## src/rtl/conv_data_mover_tiled_pkg.sv

```systemverilog
// Shared types for the tiled conv data mover.
// FSM state encoding and drain length.
package conv_dm_pkg;

  typedef enum logic [2:0] {
    IDLE,
    LOAD_W,
    GAP,
    STREAM,
    DRAIN,
    DONE
  } state_e;

  localparam int DRAIN_CYC = 2;

endpackage

```

## src/rtl/conv_data_mover_tiled_if.sv

```systemverilog
// Bus bundle for the tiled conv data mover.
// Job handshake/config, mem0/mem1 read ports, SA weight and GLB ports.
interface conv_data_mover_tiled_if #(
  parameter int DATA_WIDTH = 128,
  parameter int MEM0_AW    = 10,
  parameter int MEM1_AW    = 10,
  parameter int ROW_W      = 8,
  parameter int TILE_W     = 6,
  parameter int GAP_W      = 4
);
  logic                  start_i;
  logic [ROW_W-1:0]      cfg_rows;
  logic [TILE_W-1:0]     cfg_tiles;
  logic [GAP_W-1:0]      cfg_gap;
  logic [MEM0_AW-1:0]    mem0_addr0;
  logic                  mem0_ce0;
  logic [DATA_WIDTH-1:0] mem0_q0_i;
  logic [MEM1_AW-1:0]    mem1_addr0;
  logic                  mem1_ce0;
  logic [DATA_WIDTH-1:0] mem1_q0_i;
  logic [DATA_WIDTH-1:0] w_data_o;
  logic                  w_valid_o;
  logic                  w_last_o;
  logic [DATA_WIDTH-1:0] a_data_o;
  logic                  a_wren_o;
  logic                  a_rden_o;
  logic                  glb_stall_i;
  logic                  busy_o;
  logic                  done_o;

  modport master (
    input  start_i, cfg_rows, cfg_tiles, cfg_gap,
    input  mem0_q0_i, mem1_q0_i, glb_stall_i,
    output mem0_addr0, mem0_ce0, mem1_addr0, mem1_ce0,
    output w_data_o, w_valid_o, w_last_o,
    output a_data_o, a_wren_o, a_rden_o,
    output busy_o, done_o
  );

  modport slave (
    output start_i, cfg_rows, cfg_tiles, cfg_gap,
    output mem0_q0_i, mem1_q0_i, glb_stall_i,
    input  mem0_addr0, mem0_ce0, mem1_addr0, mem1_ce0,
    input  w_data_o, w_valid_o, w_last_o,
    input  a_data_o, a_wren_o, a_rden_o,
    input  busy_o, done_o
  );
endinterface

```

## src/rtl/conv_data_mover_tiled_cnt.sv

```systemverilog
// Loadable down-counter with terminal-count flag.
// Ports: clk, rst, ld_i/ld_val_i (load), en_i (decrement), tc_o (count==0).
module conv_dm_cnt #(
  parameter int WIDTH = 8
) (
  input  logic             clk,
  input  logic             rst,
  input  logic             ld_i,
  input  logic [WIDTH-1:0] ld_val_i,
  input  logic             en_i,
  output logic             tc_o
);
  logic [WIDTH-1:0] cnt_q, cnt_d;

  always_comb begin
    cnt_d = cnt_q;
    if (ld_i)
      cnt_d = ld_val_i;
    else if (en_i && cnt_q != '0)
      cnt_d = cnt_q - WIDTH'(1);
  end

  always_ff @(posedge clk) begin
    if (rst) cnt_q <= '0;
    else     cnt_q <= cnt_d;
  end

  assign tc_o = (cnt_q == '0);
endmodule

```

## src/rtl/conv_data_mover_tiled.sv

```systemverilog
// Tiled weight-load / activation-stream mover for the systolic array.
// Ports: clk, rst, bus (start/cfg, mem0/mem1 reads, SA + GLB outputs).
module conv_data_mover_tiled
  import conv_dm_pkg::*;
#(
  parameter int DATA_WIDTH = 128,
  parameter int MEM0_AW    = 10,
  parameter int MEM1_AW    = 10,
  parameter int PE_SIZE    = 16,
  parameter int ROW_W      = 8,
  parameter int TILE_W     = 6,
  parameter int GAP_W      = 4
) (
  input logic clk,
  input logic rst,
  conv_data_mover_tiled_if.master bus
);
  localparam int WCW = $clog2(PE_SIZE);
  localparam logic [WCW-1:0] W_LAST = WCW'(PE_SIZE - 1);

  state_e state_q, state_d;
  logic [ROW_W-1:0]   rows_q, rows_src, rows_ld;
  logic [GAP_W-1:0]   gap_q, gap_src;
  logic [MEM0_AW-1:0] a0_q;
  logic [MEM1_AW-1:0] a1_q;
  logic [1:0]         drn_q;
  logic w_valid_q, w_last_q, a_wren_q, a_rden_q;
  logic go, tile_ld, w_ce, a_ce, drn_last;
  logic w_tc, g_tc, r_tc, t_tc;

  assign go       = (state_q == IDLE) && bus.start_i;
  assign drn_last = (drn_q == 2'(DRAIN_CYC - 1));
  assign w_ce     = (state_q == LOAD_W);
  assign a_ce     = (state_q == STREAM) && !bus.glb_stall_i;
  // Per-tile counters reload at job start and at each tile boundary.
  assign tile_ld  = (go && bus.cfg_tiles != '0)
                  || (state_q == DRAIN && drn_last && !t_tc);
  assign rows_src = (state_q == IDLE) ? bus.cfg_rows : rows_q;
  assign gap_src  = (state_q == IDLE) ? bus.cfg_gap : gap_q;
  // Zero rows behaves as one row.
  assign rows_ld  = (rows_src == '0) ? '0 : rows_src - ROW_W'(1);

  conv_dm_cnt #(.WIDTH(WCW)) u_wcnt (
    .clk(clk), .rst(rst), .ld_i(tile_ld),
    .ld_val_i(W_LAST), .en_i(w_ce), .tc_o(w_tc)
  );

  conv_dm_cnt #(.WIDTH(GAP_W)) u_gcnt (
    .clk(clk), .rst(rst), .ld_i(tile_ld),
    .ld_val_i(gap_src - GAP_W'(1)),
    .en_i(state_q == GAP), .tc_o(g_tc)
  );

  conv_dm_cnt #(.WIDTH(ROW_W)) u_rcnt (
    .clk(clk), .rst(rst), .ld_i(tile_ld),
    .ld_val_i(rows_ld), .en_i(a_ce), .tc_o(r_tc)
  );

  conv_dm_cnt #(.WIDTH(TILE_W)) u_tcnt (
    .clk(clk), .rst(rst), .ld_i(go),
    .ld_val_i(bus.cfg_tiles - TILE_W'(1)),
    .en_i(state_q == DRAIN && drn_last), .tc_o(t_tc)
  );

  always_comb begin
    state_d = state_q;
    unique case (state_q)
      IDLE:
        if (bus.start_i)
          state_d = (bus.cfg_tiles == '0) ? DONE : LOAD_W;
      LOAD_W:
        if (w_tc) state_d = (gap_q == '0) ? STREAM : GAP;
      GAP:
        if (g_tc) state_d = STREAM;
      STREAM:
        if (a_ce && r_tc) state_d = DRAIN;
      DRAIN:
        if (drn_last) state_d = t_tc ? DONE : LOAD_W;
      DONE:
        state_d = IDLE;
      default:
        state_d = IDLE;
    endcase
  end

  always_ff @(posedge clk) begin
    if (rst) begin
      state_q   <= IDLE;
      rows_q    <= '0;
      gap_q     <= '0;
      a0_q      <= '0;
      a1_q      <= '0;
      drn_q     <= '0;
      w_valid_q <= 1'b0;
      w_last_q  <= 1'b0;
      a_wren_q  <= 1'b0;
      a_rden_q  <= 1'b0;
    end else begin
      state_q <= state_d;
      if (go) begin
        rows_q <= bus.cfg_rows;
        gap_q  <= bus.cfg_gap;
      end
      if (w_ce) a0_q <= a0_q + MEM0_AW'(1);
      if (a_ce) a1_q <= a1_q + MEM1_AW'(1);
      if (state_q == DRAIN && !drn_last)
        drn_q <= drn_q + 2'd1;
      else
        drn_q <= '0;
      w_valid_q <= w_ce;
      w_last_q  <= w_ce && w_tc;
      a_wren_q  <= a_ce;
      a_rden_q  <= a_wren_q;
    end
  end

  assign bus.mem0_addr0 = a0_q;
  assign bus.mem0_ce0   = w_ce;
  assign bus.mem1_addr0 = a1_q;
  assign bus.mem1_ce0   = a_ce;
  // Data is masked outside valid so every output is 0 after reset.
  assign bus.w_data_o  = w_valid_q ? bus.mem0_q0_i : {DATA_WIDTH{1'b0}};
  assign bus.w_valid_o = w_valid_q;
  assign bus.w_last_o  = w_last_q;
  assign bus.a_data_o  = a_wren_q ? bus.mem1_q0_i : {DATA_WIDTH{1'b0}};
  assign bus.a_wren_o  = a_wren_q;
  assign bus.a_rden_o  = a_rden_q;
  assign bus.busy_o    = (state_q != IDLE);
  assign bus.done_o    = (state_q == DONE);
endmodule
```

## src/flat_wrapper.sv

```systemverilog
// flat-port wrapper written by rule: the top's interface ports become plain ports
module conv_data_mover_tiled_flat import conv_dm_pkg::*;
#(
  parameter int DATA_WIDTH = 128,
  parameter int MEM0_AW    = 10,
  parameter int MEM1_AW    = 10,
  parameter int PE_SIZE    = 16,
  parameter int ROW_W      = 8,
  parameter int TILE_W     = 6,
  parameter int GAP_W      = 4
)
  (clk, rst, bus_start_i, bus_cfg_rows, bus_cfg_tiles, bus_cfg_gap, bus_mem0_q0_i, bus_mem1_q0_i, bus_glb_stall_i, bus_mem0_addr0, bus_mem0_ce0, bus_mem1_addr0, bus_mem1_ce0, bus_w_data_o, bus_w_valid_o, bus_w_last_o, bus_a_data_o, bus_a_wren_o, bus_a_rden_o, bus_busy_o, bus_done_o);
  conv_data_mover_tiled_if #(.DATA_WIDTH(DATA_WIDTH), .MEM0_AW(MEM0_AW), .MEM1_AW(MEM1_AW), .ROW_W(ROW_W), .TILE_W(TILE_W), .GAP_W(GAP_W)) bus_i ();
  input logic clk;
  input logic rst;
  input wire logic [$bits(bus_i.start_i)-1:0] bus_start_i;
  input wire logic [$bits(bus_i.cfg_rows)-1:0] bus_cfg_rows;
  input wire logic [$bits(bus_i.cfg_tiles)-1:0] bus_cfg_tiles;
  input wire logic [$bits(bus_i.cfg_gap)-1:0] bus_cfg_gap;
  input wire logic [$bits(bus_i.mem0_q0_i)-1:0] bus_mem0_q0_i;
  input wire logic [$bits(bus_i.mem1_q0_i)-1:0] bus_mem1_q0_i;
  input wire logic [$bits(bus_i.glb_stall_i)-1:0] bus_glb_stall_i;
  output wire logic [$bits(bus_i.mem0_addr0)-1:0] bus_mem0_addr0;
  output wire logic [$bits(bus_i.mem0_ce0)-1:0] bus_mem0_ce0;
  output wire logic [$bits(bus_i.mem1_addr0)-1:0] bus_mem1_addr0;
  output wire logic [$bits(bus_i.mem1_ce0)-1:0] bus_mem1_ce0;
  output wire logic [$bits(bus_i.w_data_o)-1:0] bus_w_data_o;
  output wire logic [$bits(bus_i.w_valid_o)-1:0] bus_w_valid_o;
  output wire logic [$bits(bus_i.w_last_o)-1:0] bus_w_last_o;
  output wire logic [$bits(bus_i.a_data_o)-1:0] bus_a_data_o;
  output wire logic [$bits(bus_i.a_wren_o)-1:0] bus_a_wren_o;
  output wire logic [$bits(bus_i.a_rden_o)-1:0] bus_a_rden_o;
  output wire logic [$bits(bus_i.busy_o)-1:0] bus_busy_o;
  output wire logic [$bits(bus_i.done_o)-1:0] bus_done_o;
  assign bus_i.start_i = bus_start_i;
  assign bus_i.cfg_rows = bus_cfg_rows;
  assign bus_i.cfg_tiles = bus_cfg_tiles;
  assign bus_i.cfg_gap = bus_cfg_gap;
  assign bus_i.mem0_q0_i = bus_mem0_q0_i;
  assign bus_i.mem1_q0_i = bus_mem1_q0_i;
  assign bus_i.glb_stall_i = bus_glb_stall_i;
  assign bus_mem0_addr0 = bus_i.mem0_addr0;
  assign bus_mem0_ce0 = bus_i.mem0_ce0;
  assign bus_mem1_addr0 = bus_i.mem1_addr0;
  assign bus_mem1_ce0 = bus_i.mem1_ce0;
  assign bus_w_data_o = bus_i.w_data_o;
  assign bus_w_valid_o = bus_i.w_valid_o;
  assign bus_w_last_o = bus_i.w_last_o;
  assign bus_a_data_o = bus_i.a_data_o;
  assign bus_a_wren_o = bus_i.a_wren_o;
  assign bus_a_rden_o = bus_i.a_rden_o;
  assign bus_busy_o = bus_i.busy_o;
  assign bus_done_o = bus_i.done_o;
  conv_data_mover_tiled #(.DATA_WIDTH(DATA_WIDTH), .MEM0_AW(MEM0_AW), .MEM1_AW(MEM1_AW), .PE_SIZE(PE_SIZE), .ROW_W(ROW_W), .TILE_W(TILE_W), .GAP_W(GAP_W)) u_core (.clk(clk), .rst(rst), .bus(bus_i));
endmodule
```

## config.mk

```make
export PLATFORM = sky130hd
export DESIGN_NAME = conv_data_mover_tiled_flat
export DESIGN_NICKNAME = d
export VERILOG_FILES = /design/src/rtl/conv_data_mover_tiled_pkg.sv /design/src/rtl/conv_data_mover_tiled_if.sv /design/src/rtl/conv_data_mover_tiled_cnt.sv /design/src/rtl/conv_data_mover_tiled.sv /design/src/flat_wrapper.sv
export SDC_FILE = /design/constraint.sdc
export NUM_CORES = 1
export LEC_CHECK = 0
export ABC_CLOCK_PERIOD_IN_PS = 2800
export BUFFER_PORTS_ARGS = -buffer_cell sky130_fd_sc_hd__buf_4
export CAP_MARGIN = 20
export CELL_PAD_IN_SITES_DETAIL_PLACEMENT = 1
export CELL_PAD_IN_SITES_GLOBAL_PLACEMENT = 1
export CORE_AREA = 2 2 220 222
export CTS_BUF_LIST = sky130_fd_sc_hd__clkbuf_4 sky130_fd_sc_hd__clkbuf_8
export DETAILED_ROUTE_END_ITERATION = 10
export DIE_AREA = 0 0 222 224
export GPL_TIMING_DRIVEN = 0
export HOLD_SLACK_MARGIN = 0.08
export PLACE_DENSITY_LB_ADDON = 0.1
export SLEW_MARGIN = 20
export SYNTH_ARGS = -nofsm -noshare
export SYNTH_HDL_FRONTEND = slang
export SYNTH_SLANG_ARGS = --single-unit
```

## constraint.sdc

```tcl
create_clock -name clk -period 2.8 [get_ports clk]
set_clock_uncertainty 0.15 [all_clocks]
set_input_delay 0.42 -clock clk [delete_from_list [all_inputs] [get_ports clk]]
set_output_delay 0.42 -clock clk [all_outputs]
set_load 0.01 [all_outputs]
```

After elaboration in Yosys (flattened, before gate mapping)
Cells that the tools add are included.
- bits in registers: 63
- bits of input ports: 278
- logic and storage cells: 94
- add/subtract/negate cells: 10
- eq/ne operators: 11
- multiplexer cells: 22
- bitwise logic cells: 1
- reductions and logical operators: 36
- operators with widths (kind ; count):
    $mux W128 ; 2
    $mux W8 ; 4
    $mux W3 ; 7
    $add A10 B1 Y10 const B ; 2
    $mux W4 ; 5
    $logic_not A8 Y1 ; 2
    $sub A8 B1 Y8 const B ; 2
    $pmux W3 S5 ; 1
    $logic_and A1 B1 Y1 ; 12
    $logic_not A4 Y1 ; 3
    $logic_not A6 Y1 ; 2
    $mux W6 ; 2
    $reduce_bool A6 Y1 ; 2
    $sub A4 B1 Y4 const B ; 3
    $sub A6 B1 Y6 const B ; 2
    $reduce_bool A2 Y1 ; 4
    $reduce_bool A4 Y1 ; 2
    $reduce_bool A8 Y1 ; 1
    $eq A3 B2 Y1 const B ; 2
    $eq A3 B3 Y1 const B ; 2
    $ne A2 B1 Y1 const B ; 3
    $reduce_and A5 Y1 ; 1
    $ne A2 B2 Y1 const B ; 2
    $eq A3 B1 Y1 const B ; 1
    9 further kinds ; 11

Depth between registers and ports, before layout
Gate-level depths: netlist (run 1).
- word-level depth: 5
- mapped depth: 14
- mapped depth without buffers: 12

Hierarchy
From an unflattened synthesis (run 1), not the netlist that was laid out.
- cell total of the unflattened synthesis: 727
- area total of the unflattened synthesis: 5459.0 um2
- by module, submodules not included (module ; times used ; cells an instance ; area an instance (um2) ; sequential area each (um2)):
    conv_data_mover_tiled ; 1 ; 568 ; 4046.4 ; 820.8
    conv_dm_cnt (u_core.u_gcnt ...) ; 2 ; 29 ; 262.8 ; 80.1
    conv_dm_cnt (u_core.u_rcnt) ; 1 ; 59 ; 515.5 ; 160.2
    conv_dm_cnt (u_core.u_tcnt) ; 1 ; 42 ; 371.6 ; 120.1

Least setup slack after synthesis (run 1)
Ideal clock, no wire load.
- kind: register to register
- start point: register u_core.state_q[2]
- end point: register u_core.u_rcnt.cnt_q[6]
- arrival time: 2600 ps
- setup slack: -20 ps
- cell stages (with the launch flop): 10
- path buffers: 1
- clock period less this slack: 2820 ps
- cells stage by stage: dfxtp_1 nor3_2 clkbuf_1 mux2i_1 ha_1 or4b_1 or3_1 nand3_1 o2111ai_1 a21oi_1
- word-level cells in the longest chain between the ends: 5
- elaborated cells between the ends (all ways): 16
- those cells by class: 1 x add/sub; 2 x eq/ne; 3 x mux; 10 x reduce/logical
- ends and longest elaborated chain (element ; RTL line ; source):
    from (decl) ; conv_data_mover_tiled.sv:21 ; state_e state_q, state_d;
    from (signal assigned) ; conv_data_mover_tiled.sv:99 ; state_q <= state_d;
    $logic_not A3 Y1 or $eq A3 B3 Y1 (tied branches) ; conv_data_mover_tiled.sv:31, conv_data_mover_tiled.sv:38, conv_data_mover_tiled.sv:37 ;
    $mux W8, or another cell as far along ; conv_data_mover_tiled.sv:38 ; assign rows_src = (state_q == IDLE) ? bus.cfg_rows : rows_q;
    $sub A8 B1 Y8, or another cell as far along ; conv_data_mover_tiled.sv:41 ; assign rows_ld = (rows_src == '0) ? '0 : rows_src - ROW_W'(1);
    $mux W8 or $logic_or A1 B1 Y1 (tied branches) ; conv_data_mover_tiled.sv:41, conv_data_mover_tiled.sv:37 ;
    $mux W8 or $reduce_bool A2 Y1 (tied branches) ; -- ;
    to (signal assigned) ; conv_data_mover_tiled_cnt.sv:25 ; else cnt_q <= cnt_d;
    to (decl) ; conv_data_mover_tiled_cnt.sv:13 ; logic [WIDTH-1:0] cnt_q, cnt_d;
Parallel ways exist; a longest one is shown, timed or not.
A chain may end at the register's enable or synchronous reset.

Worst setup path after layout (run 1)
Same ends and word-level chain as after synthesis.

==> impl_metrics.toml, run 1 <==
[global_routing]
grt_pass1_wl_um = 67300
grt_pass1_vias = 7452
grt-ovfl-total = 0
grt_use_met3_pct = 12.5
top_usage_layer = "met2"
grt_util_met2_pct = 30.1
antenna_found_initial = 8
grtUsageMet1_pct = 24.7
grt_max_degree = 11
grt.total_usage_pct = 20.0

[cts]
clkSinkCount = 63
clk_pin_slew_ns = 0.08
cts_tree = "yes"
cts_buffers = 9
root_buffer = "clkbuf_8"
hold_buffers = 0
insertion_delay_ns = 0.38
clk_path_buf_depth = 2
h-tree-depth = 3

[routing]
vias = 7175
drt_iter0_markers = 307
drt_first_pass_iters = 4
totalWireLength_um = 51600
routed_via_density = 3.78
drc = 0
ant_nets = 0
wl_per_cell_um = 27.2

[critical_path]
cp_cell_sequence = "nor3_4 -> buf_6 -> mux2i_4 -> ha_4 -> or4b_1 -> or3_1 -> nand3_1 -> o2111ai_2 -> a21oi_1"
crit_path_end = "u_core.u_rcnt.cnt_q[6]"
slowest_delay_ns = 0.47
startpoint = "u_core.state_q[2]"
start_kind = "flip-flop"
required_ns = 2.96
crit_type = "flip-flop to flip-flop"
r2r_start = "u_core.state_q[2]"
end_kind = "flip-flop"
cp.depth = 9
r2r-end = "u_core.u_rcnt.cnt_q[6]"
worstPathArrival_ns = 2.83
regToRegSetupSlack_ns = 0.13
cp.buffers_inverters = 1
crit_slowest_cell = "or4b_1"
reg2reg_depth = 9
crit_family = "simple AND/OR/NAND/NOR gates"
critical_path_peak_fanout = 6

[sta]
drv_slew = 0
finalCritPeriodShare_pct = 95.4
slew_headroom_pct = 52.7
finalSetupViolations = 0
whs_ns = 0.163
final.setup.tns_ns = 0
period_minus_slack_ns = 2.67
worst_slack_ns = 0.129
worstMarginPinSlew_ns = 0.709
hold_violations = 0
max_freq_mhz = 374

[logic_synthesis]
yosysTopAreaCell = "and2_1"
synthMostInstantiatedCell = "and2_1"
ys_types = 54
synth_top_flop_cell = "dfxtp_1"
synth_nets = 985
yosysSeqAreaShare_pct = 24.4
synth_edf_count = 0
synthesis.area_um2 = 5170
yosys_warnings = 0
ys_seq_elements = 63
post_synth_inst_count = 697
async_flop_share_pct = 0
syn_area_per_cell_um2 = 7.42
synth.area.top_cells = "and2_1, dfxtp_1, nand2_1"
synth.top_cell.area_share_pct = 31.3
ys_top_cells_by_count = "and2_1, dfxtp_1, nand2_1"

[layout]
drive_gt1_share_pct = 49.4
multi_input_area_um2 = 3780
final_area_um2 = 10600
seqCellArea_um2 = 1260
n_fill_cell = 5736
syn_to_final_growth_pct = 105
fin_nets = 1563

[power]
internal-power_mw = 3.51
sw_frac_of_total_pct = 45.0
p_comb_share_pct = 63.7
p_seq_share_pct = 20.7
p_per_area_nw_per_um2 = 602
p_leak_nw = 5.15
p_sw_mw = 2.88
power.share.clock_pct = 15.5
ir_worst_vdd_uv = 259

[run]
maxCapViolCount = 0

[floorplanning]
pin_count = 562
start_util_pct = 10.9
rows = 80
die_h_um = 224
die_width_um = 222
die-area_um2 = 49700
core_area_um2 = 47300

[placement]
place_area_um2 = 10200
gp_congestion = 0.950
post-place-ws_ns = -0.709
dpl.hpwl_um = 46500
port_buffers = 560

[min_path]
hold_path.class = "input pin to flip-flop"
hold_path_depth = 3

[status]
outcome = "finished, final reports clean"
## placed cells by master (no fill, tap or decap), drive strengths merged, types with 10 or more instances in the layout
cell type	count
dfxtp	63
and2	260
xor2	21
buf	579
mux2i	10
xnor2	20
ha	10
clkbuf	50
o21ai	11
a21oi	28
nand2	53
nor3	10
inv	12
nand3	17
nor2	42
## layer usage
| layer | up-vias | wire length, µm |
|---|---|---|
| met2 | 271 | 22400 |
| met3 | 21 | 7060 |
| met1 | 3416 | 21900 |
| met5 | - | 21 |
| met4 | 4 | 274 |
| li1 | 3463 | - |
## timing repair
action | in CTS | in global routing
setup buffers | 2 | 8
gates resized for setup | 18 | 22
cloned | 0 | 0
pin swaps | 3 | 4
setup endpoints to repair | 73 | 15
## cell families (layout without fill, tap and decap cells)
logic type,count (synthesis),count (layout),synth area share [%]
xor gates and xnor gates,41,41,6.94
and+or+nand+nor,436,436,48.7
other,0,5,0
adders and majority gates,10,10,2.42
AOI/OAI and AO/OA,76,76,10.7
muxes,10,10,1.94
buffers and inverters,61,644,4.93
DFF,63,63,24.4
## worst min path at each step
stage / from / slack (ns) / endpoint
finish: bus_cfg_rows[5] / 0.16 / u_core.rows_q[5]
global route: bus_cfg_rows[5] / 0.14 / u_core.rows_q[5]
CTS: bus_cfg_rows[1] / 0.13 / u_core.rows_q[1]
detailed placement: u_core.drn_q[0] / 0.27 / u_core.drn_q[0]
global placement: u_core.drn_q[0] / 0.26 / u_core.drn_q[0]
floorplan: u_core.drn_q[0] / 0.25 / u_core.drn_q[0]
## registers in the layout, indices dropped and copies added (netlist names), 3 cells and up
register	flops
u_core.state_q	3
u_core.u_gcnt.cnt_q	4
u_core.gap_q	4
u_core.u_tcnt.cnt_q	6
u_core.u_wcnt.cnt_q	4
u_core.bus.mem0_addr0	10
u_core.rows_q	8
u_core.u_rcnt.cnt_q	8
u_core.bus.mem1_addr0	10
## metrics by stage
step,utilization [%],power (mW),cells
floorplan,-,3.30,697
global placement,21.4,5.15,1872
detailed placement,21.4,5.16,1872
CTS,22.1,6.34,1890
global route,22.4,6.89,1895
finish,22.4,6.38,1900
## cell type report
cell class	count	share of cell area, %
Buffer	46	2.01
Clock inverter	3	0.614
Inverter	12	0.425
Antenna cell	5	0.118
Tap cell	615	7.26
Sequential cell	63	11.9
Clock buffer	13	1.57
Timing Repair Buffer	570	40.4
Multi-Input combinational cell	573	35.7
## power by group through the flow
stage	registers [mW]	logic, mW	clock network (mW)
2_1_floorplan	1.27	2.03	0
3_3_place_gp	1.33	3.82	0
3_5_place_dp	1.33	3.83	0
4_1_cts	1.32	3.97	1.04
5_1_grt	1.36	4.46	1.07
6_report	1.32	4.07	0.991
## worst reg2reg max path: cells and delay by family, from the launching register on
| kind | cells | cell delay [ns] |
|---|---|---|
| buf+inv | 1 | 0.18 |
| fa+ha+maj | 1 | 0.18 |
| flops | 1 | 0.36 |
| mux | 1 | 0.27 |
| compound gates | 2 | 0.31 |
| simple gates | 4 | 1.17 |
(Power assumes the default switching activity.)
==> run 2, diff against run 1 <==
--- a/config.mk
+++ b/config.mk
@@ -17,6 +17,7 @@
 export GPL_TIMING_DRIVEN = 0
 export HOLD_SLACK_MARGIN = 0.08
 export PLACE_DENSITY_LB_ADDON = 0.1
+export SETUP_SLACK_MARGIN = 0.4
 export SLEW_MARGIN = 20
 export SYNTH_ARGS = -nofsm -noshare
 export SYNTH_HDL_FRONTEND = slang
==> run 2 against run 1 <==
  * Register-to-register slack improved by 0.04 ns
  * Flip-flop and latch count did not move
  * Worst hold slack got worse by 0.028 ns
  * Highest routed layer unchanged
  * Largest cell class unchanged
==> impl_metrics.toml, run 2 (synthesis gave the netlist of run 1 again) <==
[layout]
fin_util_pct = 22.8
layout_common_cells = "buf_4, and2_1, dfxtp_1"
final_common_cell = "buf_4"
final_area_um2 = 10800
syn_to_final_growth_pct = 109
drive_gt1_share_pct = 52.5
stdcell_count = 1909
fin_nets = 1575

[sta]
worstMarginPinSlew_ns = 0.783
drv_slew = 0
finalCritPeriodShare_pct = 94.1
hold_violations = 0
slew_headroom_pct = 47.8
rsz0062_at_grt = "yes"
finalSetupViolations = 0
period_minus_slack_ns = 2.63
max_freq_mhz = 380
whs_ns = 0.135
worst_slack_ns = 0.166
final.setup.tns_ns = 0

[cts]
clk_pin_slew_ns = 0.08
cts_buffers = 9
h-tree-depth = 3
clkSinkCount = 63
clk_path_buf_depth = 2
insertion_delay_ns = 0.39
root_buffer = "clkbuf_8"
hold_buffers = 0
cts_tree = "yes"

[global_routing]
grt_max_degree = 11
grt.total_usage_pct = 20.0
grt-ovfl-total = 0
grt_pass1_wl_um = 67800
grt_pass1_vias = 7485
antenna_found_initial = 5

[critical_path]
critical_path_peak_fanout = 4
worstPathArrival_ns = 2.81
end_kind = "flip-flop"
startpoint = "u_core.state_q[1]"
required_ns = 2.97
crit_family = "simple AND/OR/NAND/NOR gates"
crit_type = "flip-flop to flip-flop"
r2r_start = "u_core.state_q[1]"
cp_cell_sequence = "nor3_4 -> clkbuf_8 -> mux2i_4 -> ha_4 -> or4b_4 -> or3_1 -> nand3_2 -> o2111ai_4 -> a21oi_2"
start_kind = "flip-flop"
crit_slowest_cell = "or4b_4"
slowest_delay_ns = 0.46
cp.buffers_inverters = 1

[min_path]
hold_path.class = "input pin to flip-flop"
hold_start = "bus_cfg_gap[0]"

[routing]
drc = 0
drt_iter0_markers = 256
ant_nets = 0
vias = 7099
totalWireLength_um = 51300
routed_via_density = 3.72
drt_first_pass_iters = 5
wl_per_cell_um = 26.9

[power]
p_per_area_nw_per_um2 = 611
finalPower_mw = 6.60
p_leak_nw = 5.27
ir_worst_vdd_uv = 252

[floorplanning]
start_util_pct = 10.9
core_area_um2 = 47300
die_h_um = 224
die_width_um = 222
pin_count = 562
die-area_um2 = 49700
rows = 80

[placement]
place_area_um2 = 10200
post-place-ws_ns = -0.385
dpl.cell_count = 1872
gp_congestion = 0.846
dpl.hpwl_um = 45900
port_buffers = 560

[run]
maxCapViolCount = 0

[status]
outcome = "finished, final reports clean"
## run 2: path summary, 6_finish.rpt
check,slack (ns),cells past startpoint,end
hold / removal,0.14,3,u_core.gap_q[0]
hold reg to reg,0.28,1,u_core.drn_q[0]
setup reg to reg,0.17,9,u_core.u_rcnt.cnt_q[6]
setup / recovery,0.17,9,u_core.u_rcnt.cnt_q[6]
## run 2: cell type report
class / count / area (µm²)
diodes: 3 / 7.51
plain buffers: 49 / 309
clock buffers: 12 / 159
clock inverters: 3 / 42.5
fillers: 5690 / 36500
inverters: 12 / 45.0
multi-input cells: 573 / 3860
flip-flops and latches: 63 / 1270
well taps: 615 / 769
repair buffers: 579 / 4350
## run 2: worst reg2reg max path, cell delays in order (launching register included)
cell and delay, ns:
dfxtp_4 0.37, nor3_4 0.26, clkbuf_8 0.20, mux2i_4 0.25
ha_4 0.16, or4b_4 0.46, or3_1 0.34, nand3_2 0.11
o2111ai_4 0.12, a21oi_2 0.14
## run 2: timing repair
action,CTS,global route
pin swaps,9,8
endpoints found under the setup margin,249,62
cloned,0,0
buffers inserted,14,5
gates resized for setup,53,30
endpoints found under the hold margin,0,0
## run 2: where the power goes
part	total (mW)	leakage, nW	internal [mW]	switching, mW
Combinational	4.40	4.65	2.04	2.35
Sequential	1.33	0.516	1.10	0.224
Clock	0.881	0.102	0.463	0.418
## run 2: layer usage
metal	vias up	track usage [%]	wire length, µm
met2	272	28.7	21300
met5	-	0	25
met3	23	12.1	6980
li1	3474	-	-
met4	4	2.66	323
met1	3326	25.8	22700
==> run 3, diff against run 2 <==
--- a/config.mk
+++ b/config.mk
@@ -5,15 +5,16 @@
 export SDC_FILE = /design/constraint.sdc
 export NUM_CORES = 1
 export LEC_CHECK = 0
+export ABC_AREA = 1
 export ABC_CLOCK_PERIOD_IN_PS = 2800
 export BUFFER_PORTS_ARGS = -buffer_cell sky130_fd_sc_hd__buf_4
 export CAP_MARGIN = 20
 export CELL_PAD_IN_SITES_DETAIL_PLACEMENT = 1
 export CELL_PAD_IN_SITES_GLOBAL_PLACEMENT = 1
-export CORE_AREA = 2 2 220 222
+export CORE_AREA = 2 2 218 220
 export CTS_BUF_LIST = sky130_fd_sc_hd__clkbuf_4 sky130_fd_sc_hd__clkbuf_8
 export DETAILED_ROUTE_END_ITERATION = 10
-export DIE_AREA = 0 0 222 224
+export DIE_AREA = 0 0 220 222
 export GPL_TIMING_DRIVEN = 0
 export HOLD_SLACK_MARGIN = 0.08
 export PLACE_DENSITY_LB_ADDON = 0.1
==> run 3 against run 2 <==
  * Combinational power shrank 22%
  * Via count is 12% higher
  * Sequential power fell by 6%
  * Sequential share of layout area up 0.080 points
  * Largest power group unchanged
  * Worst hold slack improved by 0.057 ns
  * Register-to-register slack gained 0.43 ns
  * Cell count is 16% higher
  * First-iteration DRC count is 6.6% higher
  * Largest cell class unchanged
==> impl_metrics.toml, run 3 <==
[status]
outcome = "finished, final reports clean"

[sta]
finalCritPeriodShare_pct = 82.8
finalSetupViolations = 0
period_minus_slack_ns = 2.32
drv_slew = 0
hold_violations = 0
rsz0062_at_grt = "yes"
max_freq_mhz = 431
worstMarginPinSlew_ns = 0.847
whs_ns = 0.193
final.setup.tns_ns = 0
slew_headroom_pct = 43.5

[floorplanning]
die_h_um = 222
die-area_um2 = 48800
rows = 79
start_util_pct = 11.8
die_width_um = 220
pin_count = 562
core_area_um2 = 46300

[global_routing]
grt.total_usage_pct = 18.8
grt_pass1_vias = 8148
grt_max_degree = 12
grt-ovfl-total = 0
grt_pass1_wl_um = 63400
antenna_found_initial = 7

[routing]
drt_iter0_markers = 273
ant_nets = 0
routed_via_density = 3.60
wl_per_cell_um = 21.7
vias = 7969
drt_first_pass_iters = 4
totalWireLength_um = 48000
drc = 0

[logic_synthesis]
yosys_warnings = 0
synthesis.area_um2 = 5460
ys_seq_elements = 63
synth.top_cell.area_share_pct = 23.2
synth.area.top_cells = "nand2_1, dfxtp_1, inv_1"
yosysTopAreaCell = "nand2_1"
synth_edf_count = 0
muxShareOfSynthArea_pct = 0
synth_nets = 1314
yosysSeqAreaShare_pct = 23.1
syn_area_per_cell_um2 = 5.32
post_synth_inst_count = 1026
synth_top_family_by_area = "simple AND/OR/NAND/NOR gates"
async_flop_share_pct = 0
ys_top_cells_by_count = "nand2_1, inv_1, dfxtp_1"
synthMostInstantiatedCell = "nand2_1"
synth_compound_area_share_pct = 11.4
ys_types = 42
synthXorXnorAreaFrac_pct = 1.60
yosys.area_share.simple_pct = 35.6
synth_top_flop_cell = "dfxtp_1"
synthAdderAreaFrac_pct = 2.29

[cts]
h-tree-depth = 3
root_buffer = "clkbuf_8"
clkSinkCount = 63
cts_tree = "yes"
cts_buffers = 9
insertion_delay_ns = 0.37
clk_path_buf_depth = 2
clk_pin_slew_ns = 0.09

[power]
ir_worst_vdd_uv = 210
finalPower_mw = 5.65
p_per_area_nw_per_um2 = 528
p_leak_nw = 7.24

[placement]
dpl.hpwl_um = 43200
port_buffers = 560
gp_congestion = 0.814

[layout]
final_common_cell = "buf_4"
drive_gt1_share_pct = 40.6
syn_to_final_growth_pct = 96.1
fin_nets = 1885
layout_common_cells = "buf_4, nand2_1, inv_1"

[critical_path]
start_kind = "flip-flop"
r2r-end = "u_core.u_rcnt.cnt_q[4]"
reg2reg_depth = 12
r2r_start = "u_core.state_q[0]"
critical_path_peak_fanout = 10
regToRegSetupSlack_ns = 0.60
required_ns = 2.23
worstPathArrival_ns = 1.75
crit_type = "flip-flop to primary output"
end_kind = "primary output"

[min_path]
hold_path.class = "input pin to flip-flop"
hold_path_depth = 3
hold-path-endpoint = "u_core.rows_q[7]"
hold_start = "bus_cfg_rows[7]"

[run]
maxCapViolCount = 0
[run 3: stage by stage]
step / instance area (µm²) / setup WS [ns] / instances / util (%)
floorplan: 5460 / 0.902 / 1026 / -
global placement: 10400 / 0.360 / 2193 / 22.5
detailed placement: 10400 / 0.382 / 2193 / 22.5
CTS: 10700 / 0.398 / 2209 / 23.1
global route: 10700 / 0.288 / 2209 / 23.1
finish: 10700 / 0.481 / 2211 / 23.1
[run 3: per-layer routing]
layer	up-vias	part of all wire, %	GRT usage (%)
met2	294	41	27.5
met4	14	0.60	2.14
met1	3556	42	22.9
met3	26	17	13.5
li1	4079	-	-
met5	-	0.15	0
[run 3: how the worst max path moves through the flow]
stage | slack [ns] | endpoint | from
2_1_floorplan | 0.90 | u_core.u_rcnt.cnt_q[4] | u_core.state_q[0]
3_3_place_gp | 0.36 | bus_w_data_o[73] | u_core.bus.w_valid_o
3_5_place_dp | 0.38 | bus_w_data_o[72] | u_core.bus.w_valid_o
4_1_cts | 0.40 | bus_w_data_o[72] | u_core.bus.w_valid_o
5_1_grt | 0.29 | bus_a_data_o[69] | u_core.bus.a_wren_o
6_report | 0.48 | bus_w_data_o[72] | u_core.bus.w_valid_o
[run 3: area by class of cell]
type / instances / area [µm²]
timing repair buffer: 560 / 4200
antenna: 2 / 5.00
tap: 607 / 759
fill: 5912 / 35600
sequential: 63 / 1260
multi-input combinational: 594 / 2790
buffer: 43 / 230
clock buffer: 11 / 145
clock inverter: 5 / 81.3
inverter: 326 / 1220
[run 3: cells by family after synthesis]
logic type	count (synthesis)
AND/OR/NAND/NOR	463
buffers and inverters	369
AO/OA/AOI/OAI	111
flip-flops	63
XOR/XNOR	10
adder cells (fa/ha/maj)	10
[run 3: timing repair]
action,in CTS,in global routing
hold buffers,0,0
setup buffers,0,0
endpoints found under the setup margin,230,62
gates resized for setup,23,16
pin swaps,0,0
[run 3: report_power, final]
group	internal, mW	switching, mW
sequential	1.10	0.144
combinational	1.34	2.09
clock	0.537	0.445
[run 3: critical path, cell delays in order, from the launching register on]
cell and delay, ns:
dfxtp_1 0.40, clkbuf_4 0.25, clkbuf_2 0.26, nand2_2 0.21, inv_1 0.11, buf_4 0.13
